===== src/rtl/muldiv_unit_pkg.sv =====
// Shared definitions for the iterative RV32M multiply/divide unit.
package muldiv_unit_pkg;

  localparam int unsigned XLEN_DEF  = 32;
  localparam int unsigned CNT_W_DEF = 5;

  typedef enum logic [2:0] {
    F3_MUL    = 3'b000,
    F3_MULH   = 3'b001,
    F3_MULHSU = 3'b010,
    F3_MULHU  = 3'b011,
    F3_DIV    = 3'b100,
    F3_DIVU   = 3'b101,
    F3_REM    = 3'b110,
    F3_REMU   = 3'b111
  } funct3_e;

  typedef enum logic [1:0] {
    S_IDLE = 2'd0,
    S_RUN  = 2'd1,
    S_DONE = 2'd2
  } state_e;

  function automatic logic op_a_signed(input funct3_e f);
    return (f == F3_MUL) || (f == F3_MULH) || (f == F3_MULHSU) ||
           (f == F3_DIV) || (f == F3_REM);
  endfunction

  function automatic logic op_b_signed(input funct3_e f);
    return (f == F3_MUL) || (f == F3_MULH) || (f == F3_DIV) || (f == F3_REM);
  endfunction

endpackage


===== src/rtl/muldiv_unit.sv =====
// Iterative RV32M multiply/divide: one radix-2 step per cycle, fixed XLEN-cycle latency.
module muldiv_unit
  import muldiv_unit_pkg::*;
#(
  parameter int unsigned XLEN  = XLEN_DEF,
  parameter int unsigned CNT_W = CNT_W_DEF
) (
  input  logic            clock,
  input  logic            reset,
  input  logic            start,
  input  logic [2:0]      funct3,
  input  logic [XLEN-1:0] operandA,
  input  logic [XLEN-1:0] operandB,
  input  logic [4:0]      rdIn,
  output logic            busy,
  output logic            done,
  output logic [XLEN-1:0] result,
  output logic [4:0]      rdOut,
  output logic            regWrite
);

  state_e state, state_nxt;

  funct3_e            f3_in, op;
  logic [CNT_W-1:0]   cnt;
  logic [2*XLEN-1:0]  prod, prod_nxt, prod_fix;
  logic [XLEN-1:0]    mcand, divisor, rem, quo, orig_a;
  logic [XLEN-1:0]    rem_nxt, quo_nxt, q_fix, r_fix, final_res;
  logic [XLEN-1:0]    a_mag, b_mag;
  logic [XLEN:0]      mul_sum, div_shift, div_diff;
  logic               s_a, s_b, neg_q, neg_r, divzero, last;

  assign f3_in = funct3_e'(funct3);
  assign s_a   = op_a_signed(f3_in) & operandA[XLEN-1];
  assign s_b   = op_b_signed(f3_in) & operandB[XLEN-1];
  assign a_mag = s_a ? (~operandA + 1'b1) : operandA;
  assign b_mag = s_b ? (~operandB + 1'b1) : operandB;
  assign last  = (cnt == CNT_W'(XLEN - 1));

  always_ff @(posedge clock) begin
    if (reset) state <= S_IDLE;
    else       state <= state_nxt;
  end

  always_comb begin
    state_nxt = state;
    case (state)
      S_IDLE:  if (start) state_nxt = S_RUN;
      S_RUN:   if (last)  state_nxt = S_DONE;
      S_DONE:  state_nxt = S_IDLE;
      default: state_nxt = S_IDLE;
    endcase
  end

  // Datapath step values; the final step's outputs feed the result register directly.
  always_comb begin
    mul_sum   = {1'b0, prod[2*XLEN-1:XLEN]} + (prod[0] ? {1'b0, mcand} : '0);
    prod_nxt  = {mul_sum, prod[XLEN-1:1]};
    div_shift = {rem, quo[XLEN-1]};
    div_diff  = div_shift - {1'b0, divisor};
    if (!div_diff[XLEN]) begin
      rem_nxt = div_diff[XLEN-1:0];
      quo_nxt = {quo[XLEN-2:0], 1'b1};
    end else begin
      rem_nxt = div_shift[XLEN-1:0];
      quo_nxt = {quo[XLEN-2:0], 1'b0};
    end
    prod_fix = neg_q ? (~prod_nxt + 1'b1) : prod_nxt;
    q_fix    = neg_q ? (~quo_nxt + 1'b1)  : quo_nxt;
    r_fix    = neg_r ? (~rem_nxt + 1'b1)  : rem_nxt;
    final_res = '0;
    case (op)
      F3_MUL:                       final_res = prod_fix[XLEN-1:0];
      F3_MULH, F3_MULHSU, F3_MULHU: final_res = prod_fix[2*XLEN-1:XLEN];
      F3_DIV, F3_DIVU:              final_res = divzero ? '1     : q_fix;
      F3_REM, F3_REMU:              final_res = divzero ? orig_a : r_fix;
      default:                      final_res = '0;
    endcase
  end

  always_ff @(posedge clock) begin
    if (reset) begin
      op      <= F3_MUL;
      cnt     <= '0;
      prod    <= '0;
      mcand   <= '0;
      divisor <= '0;
      rem     <= '0;
      quo     <= '0;
      orig_a  <= '0;
      neg_q   <= 1'b0;
      neg_r   <= 1'b0;
      divzero <= 1'b0;
      result  <= '0;
      rdOut   <= '0;
    end else begin
      case (state)
        S_IDLE: if (start) begin
          op      <= f3_in;
          rdOut   <= rdIn;
          cnt     <= '0;
          prod    <= {{XLEN{1'b0}}, b_mag};
          mcand   <= a_mag;
          divisor <= b_mag;
          rem     <= '0;
          quo     <= a_mag;
          orig_a  <= operandA;
          neg_q   <= s_a ^ s_b;
          neg_r   <= s_a;
          divzero <= (operandB == '0);
        end
        S_RUN: begin
          cnt <= cnt + 1'b1;
          if (op[2]) begin
            rem <= rem_nxt;
            quo <= quo_nxt;
          end else begin
            prod <= prod_nxt;
          end
          if (last) result <= final_res;
        end
        default: ;
      endcase
    end
  end

  assign busy     = (state != S_IDLE);
  assign done     = (state == S_DONE);
  assign regWrite = done && (rdOut != 5'd0);

endmodule


===== config.mk =====
export PLATFORM = sky130hd
export DESIGN_NAME = muldiv_unit
export DESIGN_NICKNAME = d
export VERILOG_FILES = /design/src/rtl/muldiv_unit_pkg.sv /design/src/rtl/muldiv_unit.sv
export SDC_FILE = /design/constraint.sdc
export NUM_CORES = 1
export LEC_CHECK = 0
export CAP_MARGIN = 20
export CORE_AREA = 2 2 141 247
export DETAILED_ROUTE_END_ITERATION = 8
export DIE_AREA = 0 0 143 249
export GPL_TIMING_DRIVEN = 1
export PLACE_DENSITY = 0.79
export SLEW_MARGIN = 15
export SYNTH_ARGS = -nofsm -noshare
export SYNTH_HDL_FRONTEND = slang
export SYNTH_SLANG_ARGS = --single-unit

===== constraint.sdc =====
create_clock -name clock -period 7.65 [get_ports clock]
set_input_delay 1.53 -clock clock [delete_from_list [all_inputs] [get_ports clock]]
set_output_delay 1.53 -clock clock [all_outputs]
set_load 0.02 [all_outputs]

==> flow_summary.ini <==
[clock_network]
cts_buffers = 27
htree_levels = 1
ctsHoldBuffers = 0
worstSkewPairLatency_ns = 0.57
root_buffer = clkbuf_16
cts_tree = done
cts.repair.resized = 0
post_cts_buffers = 0
clkSinkCount = 273
clk_pin_slew_ns = 0.07
max-clock-path-buffers = 3

[placed_design]
hpwl_um = 57600
dp_cells = 3149
placed_area_um2 = 21200
port_buffers = 114
gp_congestion = 1.01

[global_routing]
grt_pass1_vias = 20204
grt_max_degree = 98
grt_pass1_wl_um = 115000
grt-ovfl-total = 0
antenna_found_initial = 0
grt_util_all_layers_pct = 41.2

[route]
drt-pass1-iter-count = 8
totalWireLength_um = 75700
drt_iter0_drc = 2238
ant_nets = 0
route.vias.total = 21347
wl_per_cell_um = 23.7
drt-vias-per-instance = 6.67
route.detailed.drc = 0

[worst_setup_path]
worstSetupPathType = reg2reg
critPathLaunchType = register
reg2reg_from = quo[31]
cpMostUsedCell = nand2b_1
worstPathMaxFanout = 7
worstPathArrival_ns = 6.70
cpPeakStageDelay_ns = 0.67
slowest_stage = a21oi_1
worstPathCellList = inv_1, ha_1, fa_1, nand2b_1, a21oi_1, o211ai_1, a211oi_1, o21a_1, nor2_4, inv_1, ha_1, nand2b_1, or2_2, or3_1, nand2b_1, or3_1, o21ai_0, xor2_1, o21ai_0, a221o_1, a21oi_1, a211oi_1
path_buf_inv = 2
end_kind = register
crit_path_start = quo[31]
reg2reg_to = result[26]
endpoint = result[26]
rrSetupSlack_ns = 1.38
ff2ff_path_depth = 22
cpLargestDelayFamily = compound AO/OA/AOI/OAI gates
required_ns = 8.08
cp.depth = 22

[floorplanning]
start_util_pct = 59.7
die-area_um2 = 35600
die_w_um = 143
die_h_um = 249
io_pins = 115
core_um2 = 33500
rows = 89

[sta]
fmax_mhz = 160
finalCriticalPeriod_ns = 6.27
slew_headroom_pct = 11.6
grt_setup_unrepaired = false
slew_viol_final = 0
finalSetupViolations = 0
skew_ns = 0.0272
hold_viol = 0
final.period_utilization_pct = 81.9
tns_ns = 0
worstMarginPinSlew_ns = 1.32

[cells_and_area]
final_area_um2 = 22200
drive_gt1_share_pct = 4.41
fin_util_pct = 66.3
antenna_cells = 0
nNetsFinal = 2872
synthToLayoutAreaGrowth_pct = 11.1
fin_cells = 3199

[synth]
ys.flop_type = dfxtp_1
synth_edf_count = 0
synth_cell_types = 80
yosys_register_bits = 273
syn-num-nets = 2895
syn_avg_cell_area_um2 = 7.28
synth_area_um2 = 20000
synth-async-reset-ratio_pct = 0
ys.warnings.count = 0
ys_seq_area_share_pct = 27.3
synthCells = 2747

[power_and_ir_drop]
p_leak_nw = 8.35
power.density_nw_per_um2 = 185
vdd_drop_max_mv = 0.208

[job]
drv_cap = 0

[outcome]
status = finished, final reports clean

[hold_path]
hold_class = reg2reg
[worst reg2reg max path, delay by kind of cell, from the launching register on]
family / cells / cell delay [ns]
flip-flops: 1 / 0.37
adder cells (fa/ha/maj): 3 / 0.88
XOR/XNOR: 1 / 0.16
buffers and inverters: 2 / 0.35
AND/OR/NAND/NOR: 7 / 1.78
AO/OA/AOI/OAI: 9 / 2.61
[report_power, final]
| group | internal [W] | switching [W] |
|---|---|---|
| clock | 0.000860 | 0.000636 |
| sequential | 0.00150 | 0.0000879 |
| combinational | 0.000339 | 0.000685 |
[cell usage in the layout (no fill, tap or decap), types with 29 or more instances in the layout]
master,Yosys,final
nor3_1,60,60
o21ai_0,157,157
clkdlybuf4s50_1,0,113
a21oi_1,265,265
inv_1,70,70
ha_1,71,71
nand3_1,33,33
o31ai_1,46,46
buf_4,0,29
nor2_1,414,409
dfxtp_1,273,272
a211oi_1,150,150
xnor2_1,130,130
nand2_1,255,254
a22oi_1,47,47
xor2_1,87,87
o211ai_1,30,30
and2_1,54,53
[flip-flops by register name, summed over array words and instances (netlist names), 31 cells and up]
signal   flops
result      32
divisor     32
rem         32
mcand       32
prod        64
quo         32
orig_a      31
[cells in the mapped netlist (all sizes together) (12+ instances only)]
master  instances  share of area, %
nand3          34              0.88
xnor2         130               5.7
and3           16              0.50
o21a           17              0.64
or4            21              0.81
nand4          24              0.75
o31ai          46               1.7
or2            14              0.48
dfxtp         273                27
inv            70               1.3
o41ai          22               1.0
a31oi          16              0.50
and2           54               1.7
ha             71               4.4
a21o           27               1.0
nor2          414               7.8
a211oi        152               5.8
xor2           87               3.8
nor4           16              0.50
nand2         255               4.8
nand2b         19              0.59
clkbuf        183               3.4
o21ai         160               4.0
o211ai         30               1.1
a21oi         265               6.6
a22oi          47               1.8
or3            27              0.89
a221oi         23               1.0
nor3           61               1.6
mux2i          22               1.1
a311oi         12              0.53
buf            13              0.33
[per-layer routing]
metal	vias up	part of all wire, %	global-route usage, %	wire length (um)
met5	-	0	0	0
met4	0	9.1	30.6	6910
met3	335	7.5	5.06	5670
met2	1184	49	71.5	37300
met1	9960	34	45.2	25700
li1	9868	-	-	-
[stage by stage]
step | power, W | setup slack [ns] | hold slack, ns
final | 0.00411 | 1.38 | 0.452
after global routing | 0.00424 | 1.15 | 0.475
after CTS | 0.00407 | 1.58 | 0.455
after detailed placement | 0.00260 | 1.60 | 0.445
after floorplan | 0.00225 | 1.95 | 0.429
after global placement | 0.00258 | 1.74 | 0.443
[layout make-up]
type                    instances  area (um2)
multi-input cells            2208       13600
fillers                      2886       11300
flip-flops and latches        273        5470
repair buffers                144        1390
clock buffers                  30         687
well taps                     455         569
clock inverters                19         278
inverters                      70         263
[how the worst min path moves through the flow]
stage	start	end	slack (ns)	cells after the start
after floorplan	cnt[3]	cnt[3]	0.43	1
after global placement	orig_a[14]	orig_a[14]	0.44	2
after detailed placement	orig_a[16]	orig_a[16]	0.45	2
after CTS	orig_a[16]	orig_a[16]	0.46	2
after global routing	orig_a[16]	orig_a[16]	0.47	2
final	result[0]	result[0]	0.45	2
[cells by family (layout without fill, tap and decap cells)]
logic type	after synthesis	after routing	synth area share (%)
xor gates and xnor gates	217	217	9.51
and+or+nand+nor	988	988	22.5
adders and majority gates	73	73	4.64
AOI/OAI and AO/OA	905	905	29.7
muxes	25	25	1.27
buffers and inverters	266	263	5.08
DFF	273	273	27.3
(Power assumes the default switching activity.)
